$ cat src/rtl/regfile_xor_mp_if.sv
// Bus bundle for regfile_xor_mp: two write ports, NR packed read ports, status flags.
// Writes are qualified only by we1/we2 (no ready); they are silently dropped while busy is high.
interface regfile_xor_mp_if #(
  parameter int XLEN = 32,
  parameter int AW   = 5,
  parameter int NR   = 4
);
  logic               we1;
  logic               we2;
  logic [AW-1:0]      w_addr1;
  logic [AW-1:0]      w_addr2;
  logic [XLEN-1:0]    w_data1;
  logic [XLEN-1:0]    w_data2;
  logic [NR*AW-1:0]   r_addr;
  logic [NR*XLEN-1:0] r_data;
  logic               busy;
  logic               wr_conflict;

  modport master (
    output we1, we2, w_addr1, w_addr2, w_data1, w_data2, r_addr,
    input  r_data, busy, wr_conflict
  );

  modport slave (
    input  we1, we2, w_addr1, w_addr2, w_data1, w_data2, r_addr,
    output r_data, busy, wr_conflict
  );
endinterface

$ cat src/rtl/regfile_xor_mp.sv
// Two-write, NR-read register file from two XOR-coded banks with a post-reset clear sweep.
// Optional same-cycle write-to-read forwarding is enabled by defining REGFILE_BYPASS_EN.
module regfile_xor_mp #(
  parameter int XLEN     = 32,
  parameter int AW       = 5,
  parameter int NR       = 4,
  parameter int ZERO_REG = 1
) (
  input  logic             clk,
  input  logic             rst,
  regfile_xor_mp_if.slave  rf,
  output logic             fsm_state
);
  localparam int            DEPTH    = 1 << AW;
  localparam logic [AW-1:0] PTR_ONE  = AW'(1);
  localparam logic [AW-1:0] PTR_LAST = AW'(DEPTH - 1);

  typedef enum logic {CLEAR = 1'b0, READY = 1'b1} state_t;

  state_t          state;
  state_t          state_next;
  logic [AW-1:0]   clr_ptr;
  logic            busy_int;

  logic [XLEN-1:0] bank_a [DEPTH];
  logic [XLEN-1:0] bank_b [DEPTH];

  logic            drop1;
  logic            drop2;
  logic            same_addr;
  logic            conflict;
  logic            wen1;
  logic            wen2;
  logic            conflict_q;

  logic [AW-1:0]     rd_a;
  logic [XLEN-1:0]   rd_v;
  logic [NR*XLEN-1:0] r_data_c;

  // State register and clear pointer
  always_ff @(posedge clk) begin
    if (rst) begin
      state   <= CLEAR;
      clr_ptr <= '0;
    end else begin
      state <= state_next;
      if (state == CLEAR) clr_ptr <= clr_ptr + PTR_ONE;
    end
  end

  always_comb begin
    state_next = state;
    case (state)
      CLEAR:   if (clr_ptr == PTR_LAST) state_next = READY;
      READY:   state_next = READY;
      default: state_next = CLEAR;
    endcase
  end

  always_comb begin
    busy_int  = (state == CLEAR);
    fsm_state = state;
  end

  // Port 1 wins a same-address collision; port 2 is suppressed entirely.
  always_comb begin
    drop1     = (ZERO_REG != 0) && (rf.w_addr1 == '0);
    drop2     = (ZERO_REG != 0) && (rf.w_addr2 == '0);
    same_addr = (rf.w_addr1 == rf.w_addr2);
    wen1      = rf.we1 && !busy_int && !drop1;
    conflict  = wen1 && rf.we2 && same_addr;
    wen2      = rf.we2 && !busy_int && !drop2 && !conflict;
  end

  // Each bank stores data XOR the other bank's entry so A^B yields the last write.
  always_ff @(posedge clk) begin
    if (busy_int) begin
      bank_a[clr_ptr] <= '0;
    end else if (wen1) begin
      bank_a[rf.w_addr1] <= rf.w_data1 ^ bank_b[rf.w_addr1];
    end
  end

  always_ff @(posedge clk) begin
    if (busy_int) begin
      bank_b[clr_ptr] <= '0;
    end else if (wen2) begin
      bank_b[rf.w_addr2] <= rf.w_data2 ^ bank_a[rf.w_addr2];
    end
  end

  always_ff @(posedge clk) begin
    if (rst) conflict_q <= 1'b0;
    else     conflict_q <= conflict;
  end

  always_comb begin
    r_data_c = '0;
    rd_a     = '0;
    rd_v     = '0;
    for (int k = 0; k < NR; k++) begin
      rd_a = rf.r_addr[k*AW +: AW];
      rd_v = bank_a[rd_a] ^ bank_b[rd_a];
`ifdef REGFILE_BYPASS_EN
      if (wen1 && (rd_a == rf.w_addr1)) rd_v = rf.w_data1;
      else if (wen2 && (rd_a == rf.w_addr2)) rd_v = rf.w_data2;
`else
`endif
      if (busy_int || ((ZERO_REG != 0) && (rd_a == '0))) rd_v = '0;
      r_data_c[k*XLEN +: XLEN] = rd_v;
    end
  end

  assign rf.r_data      = r_data_c;
  assign rf.busy        = busy_int;
  assign rf.wr_conflict = conflict_q;
endmodule

$ cat src/flat_wrapper.sv
// flat-port wrapper written by rule: the top's interface ports become plain ports
module regfile_xor_mp_flat 
#(
  parameter int XLEN     = 32,
  parameter int AW       = 5,
  parameter int NR       = 4,
  parameter int ZERO_REG = 1
)
  (clk, rst, fsm_state, rf_we1, rf_we2, rf_w_addr1, rf_w_addr2, rf_w_data1, rf_w_data2, rf_r_addr, rf_r_data, rf_busy, rf_wr_conflict);
  regfile_xor_mp_if #(.XLEN(XLEN), .AW(AW), .NR(NR)) rf_i ();
  input  logic clk;
  input  logic rst;
  output logic fsm_state;
  input wire logic [$bits(rf_i.we1)-1:0] rf_we1;
  input wire logic [$bits(rf_i.we2)-1:0] rf_we2;
  input wire logic [$bits(rf_i.w_addr1)-1:0] rf_w_addr1;
  input wire logic [$bits(rf_i.w_addr2)-1:0] rf_w_addr2;
  input wire logic [$bits(rf_i.w_data1)-1:0] rf_w_data1;
  input wire logic [$bits(rf_i.w_data2)-1:0] rf_w_data2;
  input wire logic [$bits(rf_i.r_addr)-1:0] rf_r_addr;
  output wire logic [$bits(rf_i.r_data)-1:0] rf_r_data;
  output wire logic [$bits(rf_i.busy)-1:0] rf_busy;
  output wire logic [$bits(rf_i.wr_conflict)-1:0] rf_wr_conflict;
  assign rf_i.we1 = rf_we1;
  assign rf_i.we2 = rf_we2;
  assign rf_i.w_addr1 = rf_w_addr1;
  assign rf_i.w_addr2 = rf_w_addr2;
  assign rf_i.w_data1 = rf_w_data1;
  assign rf_i.w_data2 = rf_w_data2;
  assign rf_i.r_addr = rf_r_addr;
  assign rf_r_data = rf_i.r_data;
  assign rf_busy = rf_i.busy;
  assign rf_wr_conflict = rf_i.wr_conflict;
  regfile_xor_mp #(.XLEN(XLEN), .AW(AW), .NR(NR), .ZERO_REG(ZERO_REG)) u_core (.clk(clk), .rst(rst), .rf(rf_i), .fsm_state(fsm_state));
endmodule
$ cat config.mk
export PLATFORM = sky130hd
export DESIGN_NAME = regfile_xor_mp_flat
export DESIGN_NICKNAME = d
export VERILOG_FILES = /design/src/rtl/regfile_xor_mp_if.sv /design/src/rtl/regfile_xor_mp.sv /design/src/flat_wrapper.sv
export SDC_FILE = /design/constraint.sdc
export NUM_CORES = 2
export LEC_CHECK = 0
export BUFFER_PORTS_ARGS = -buffer_cell sky130_fd_sc_hd__buf_2
export CORE_MARGIN = 5
export CORE_UTILIZATION = 40
export DETAILED_ROUTE_END_ITERATION = 7
export PLACE_DENSITY = 0.57
export SYNTH_ARGS = -nofsm -noshare
export SYNTH_HDL_FRONTEND = slang
export SYNTH_SLANG_ARGS = --single-unit
$ cat constraint.sdc
create_clock -name clk -period 5.3 [get_ports clk]
set_input_delay 0.795 -clock clk [delete_from_list [all_inputs] [get_ports clk]]
set_output_delay 0.795 -clock clk [all_outputs]
set_load 0.03 [all_outputs]
==> metrics.cfg <==
[outcome]
status = complete, but fails checks
violations = setup timing

[power]
leakage_nw = 54.8
p_sw_w = 0.0117
peakVddDrop_uv = 326
p_int_w = 0.0309
p_sw_share_pct = 27.5
powerDensity_nw_per_um2 = 260
combPwrFrac_pct = 17.1
power_w = 0.0427
seq_power_share_pct = 42.2
clock_power_share_pct = 40.7

[global_route]
grt_pass1_vias = 102000
grt.total_usage_pct = 35.9
antenna_found_initial = 48
grt_pass1_wl_mm = 915
grt_max_degree = 86
overflow = 0

[layout]
final_common_cell = mux4_2
layout-drive-gt1-share_pct = 46.3
finalCoreUtilization_pct = 45.7
stdcell_count = 13500
area_delta_synth_final_pct = 13.6
final_cell_mix = mux4_2, edfxtp_1, mux2i_1, buf_4, xnor2_1
nNetsFinal = 8619

[run]
drv_cap = 0

[timing]
hold_ws_ns = 0.124
slew_violations = 0
grt_setup_unrepaired = no
fmax_mhz = 185
finalHoldViolCount = 0
slew_headroom_pct = 4.36
finalSetupViolations = 2
fin_crit_ns = 5.41
skew_ns = 0.0455
worst_pin_slew_ns = 1.43
worst_slack_ns = -0.113
period_share_pct = 102

[synth]
syn_nets = 8320
postSynthCellCount = 8220
synth_cell_types = 57
synth.yosys.seq_area_share_pct = 42.6
synth_edf_count = 2048
ys_warn_count = 0
syn-cell-area_um2 = 145000
ys_ff_latch = 2055
synthArstFlopShare_pct = 0
synth_top_area_share_pct = 42.5
yosysTopAreaCell = edfxtp_1
ys.flop_type = edfxtp_1
yosys-top-cells-area = edfxtp_1, mux4_2, mux2i_1
syn_avg_cell_area_um2 = 17.6

[placement]
dp_cells = 13100
place_congestion = 0.959
io_buffers = 228
dp_hpwl_mm = 441

[setup_path]
cp_slowest_cell = mux2i_1
cp.required_ns = 4.51
crit_buf_inv = 4
crit_fanout = 29
cp-start-kind = primary input
slowest_delay_ns = 0.83
crit_path_end_kind = primary output
path_class = in2out
cp-startpoint = rf_r_addr[5]
cp_cell_sequence = buf_8 > buf_12 > buf_12 > mux2i_1 > o221ai_1 > a21o_1 > a32o_1 > xnor2_1 > o22ai_4 > buf_12
cp_top_family = compound AO/OA/AOI/OAI gates
r2r_start = u_core.fsm_state$_SDFF_PP0_
cp.arrival_ns = 4.62
crit_path_frequent_cell = buf_12

[hold_path]
hp-class = in2reg
worstHoldStart = rst

[clock_network]
cts_htree_levels = 4
post_cts_buffers = 0
cts_root_buf = clkbuf_16
clkTransAtPathRegs_ns = 0.06
clk_path_buf_depth = 4
tritoncts = done
clock_latency_ns = 0.97
cts_sinks = 2055
numCtsBuffers = 232

[detailed_routing]
num_vias = 106000
route.detailed.drc = 0
drtIter0Drc = 20200
viasPerCell = 7.87
firstDrtPassIters = 8
wire_per_inst_um = 50.7
drt-total-wl_mm = 685
ant_nets = 0

[floorplanning]
num_rows = 220
die-area_um2 = 374000
core_area_um2 = 360000
initial_core_util_pct = 40.2
die_w_um = 611
boundaryPins = 229
die_h_um = 611

final timing paths:
path | to | slack (ns) | cells past startpoint
worst max-delay path | rf_r_data[50] | -0.11 | 10
worst min-delay path | u_core.fsm_state$_SDFF_PP0_ | 0.12 | 2
worst max register to register | u_core.bank_b[14][17]$_DFFE_PP_ | 1.13 | 8
worst min register to register | u_core.clr_ptr[0]$_SDFFE_PP0N_ | 0.55 | 2
flip-flops by register name (all words and copies together) (netlist names):
signal	cells
u_core.bank_a	1024
u_core.bank_b	1024
u_core.clr_ptr	5
u_core.fsm_state	1
u_core.rf.wr_conflict	1
logic make-up (layout without fill, tap and decap cells):
group	count (synthesis)	in the layout	share of synthesized area, %
xor+xnor	425	425	2.57
fa+ha+maj	2	2	0.0173
flops	2055	2055	42.6
mux	3348	3348	45.3
simple gates	389	389	1.10
other cells	0	35	0
buf+inv	895	1394	3.07
compound gates	1106	1106	5.33
final cells by class:
type	instances	area [um2]
Antenna cell	35	87.6
Clock buffer	262	6000
Clock inverter	172	1940
Fill cell	30400	195000
Inverter	20	123
Multi-Input combinational cell	5270	79400
Sequential cell	2055	61600
Tap cell	4773	5970
Timing Repair Buffer	940	9240
what timing repair did:
action | in CTS | in global routing
hold buffers | 0 | 0
endpoints found under the hold margin | 0 | 0
gates cloned | 0 | 0
pin swaps | 0 | 0
endpoints found under the setup margin | 2 | 1
gates resized for setup | 2 | 1
per-layer routing:
metal  part of all wire [%]  routed length [um]  vias up  GRT usage (%)
met5                  0.046                 313        -          0.129
met4                    9.5               64900       38           27.2
met3                     14               98900     2474           13.4
met2                     43              297000    10400           51.9
met1                     33              224000    55800           43.7
li1                       -                   -    37700              -
metrics by stage:
stage,worst slack [ns],cell area [um2],TNS (ns)
after detailed placement,-0.151,156000,-0.151
after global placement,-0.207,156000,-0.207
after floorplan,1.13,145000,0
after global routing,0.0662,164000,0
final,-0.113,164000,-0.114
after CTS,0.0573,164000,0
power by group through the flow:
stage / registers [W] / clock network [W] / logic (W)
2_1_floorplan: 0.0183 / 0 / 0.00453
3_3_place_gp: 0.0183 / 0 / 0.00711
3_5_place_dp: 0.0183 / 0 / 0.00709
4_1_cts: 0.0180 / 0.0175 / 0.00711
5_1_grt: 0.0180 / 0.0181 / 0.00738
6_report: 0.0180 / 0.0174 / 0.00728
Yosys cell counts (3+ instances only):
master	count
o311ai_1	3
buf_1	67
clkinv_1	5
mux4_2	2558
edfxtp_1	2048
o22a_1	5
and3_1	5
o31ai_1	57
o31a_1	3
a221oi_1	8
clkbuf_1	378
a211oi_1	8
a21o_1	9
nor2_1	230
buf_2	267
a21oi_1	216
o221ai_1	360
o21ai_0	64
buf_6	35
xor2_1	14
nand2b_1	9
nor2b_1	13
nand3_1	5
mux2i_1	770
nand2_1	104
dfxtp_1	7
nor3_1	3
inv_2	3
inv_1	12
a31oi_1	15
o32a_1	3
buf_4	127
a32o_1	8
nor4_1	4
mux2_2	20
xnor2_1	411
or2_2	8
o22ai_1	331
No activity file was read; power rests on OpenSTA's default activity.
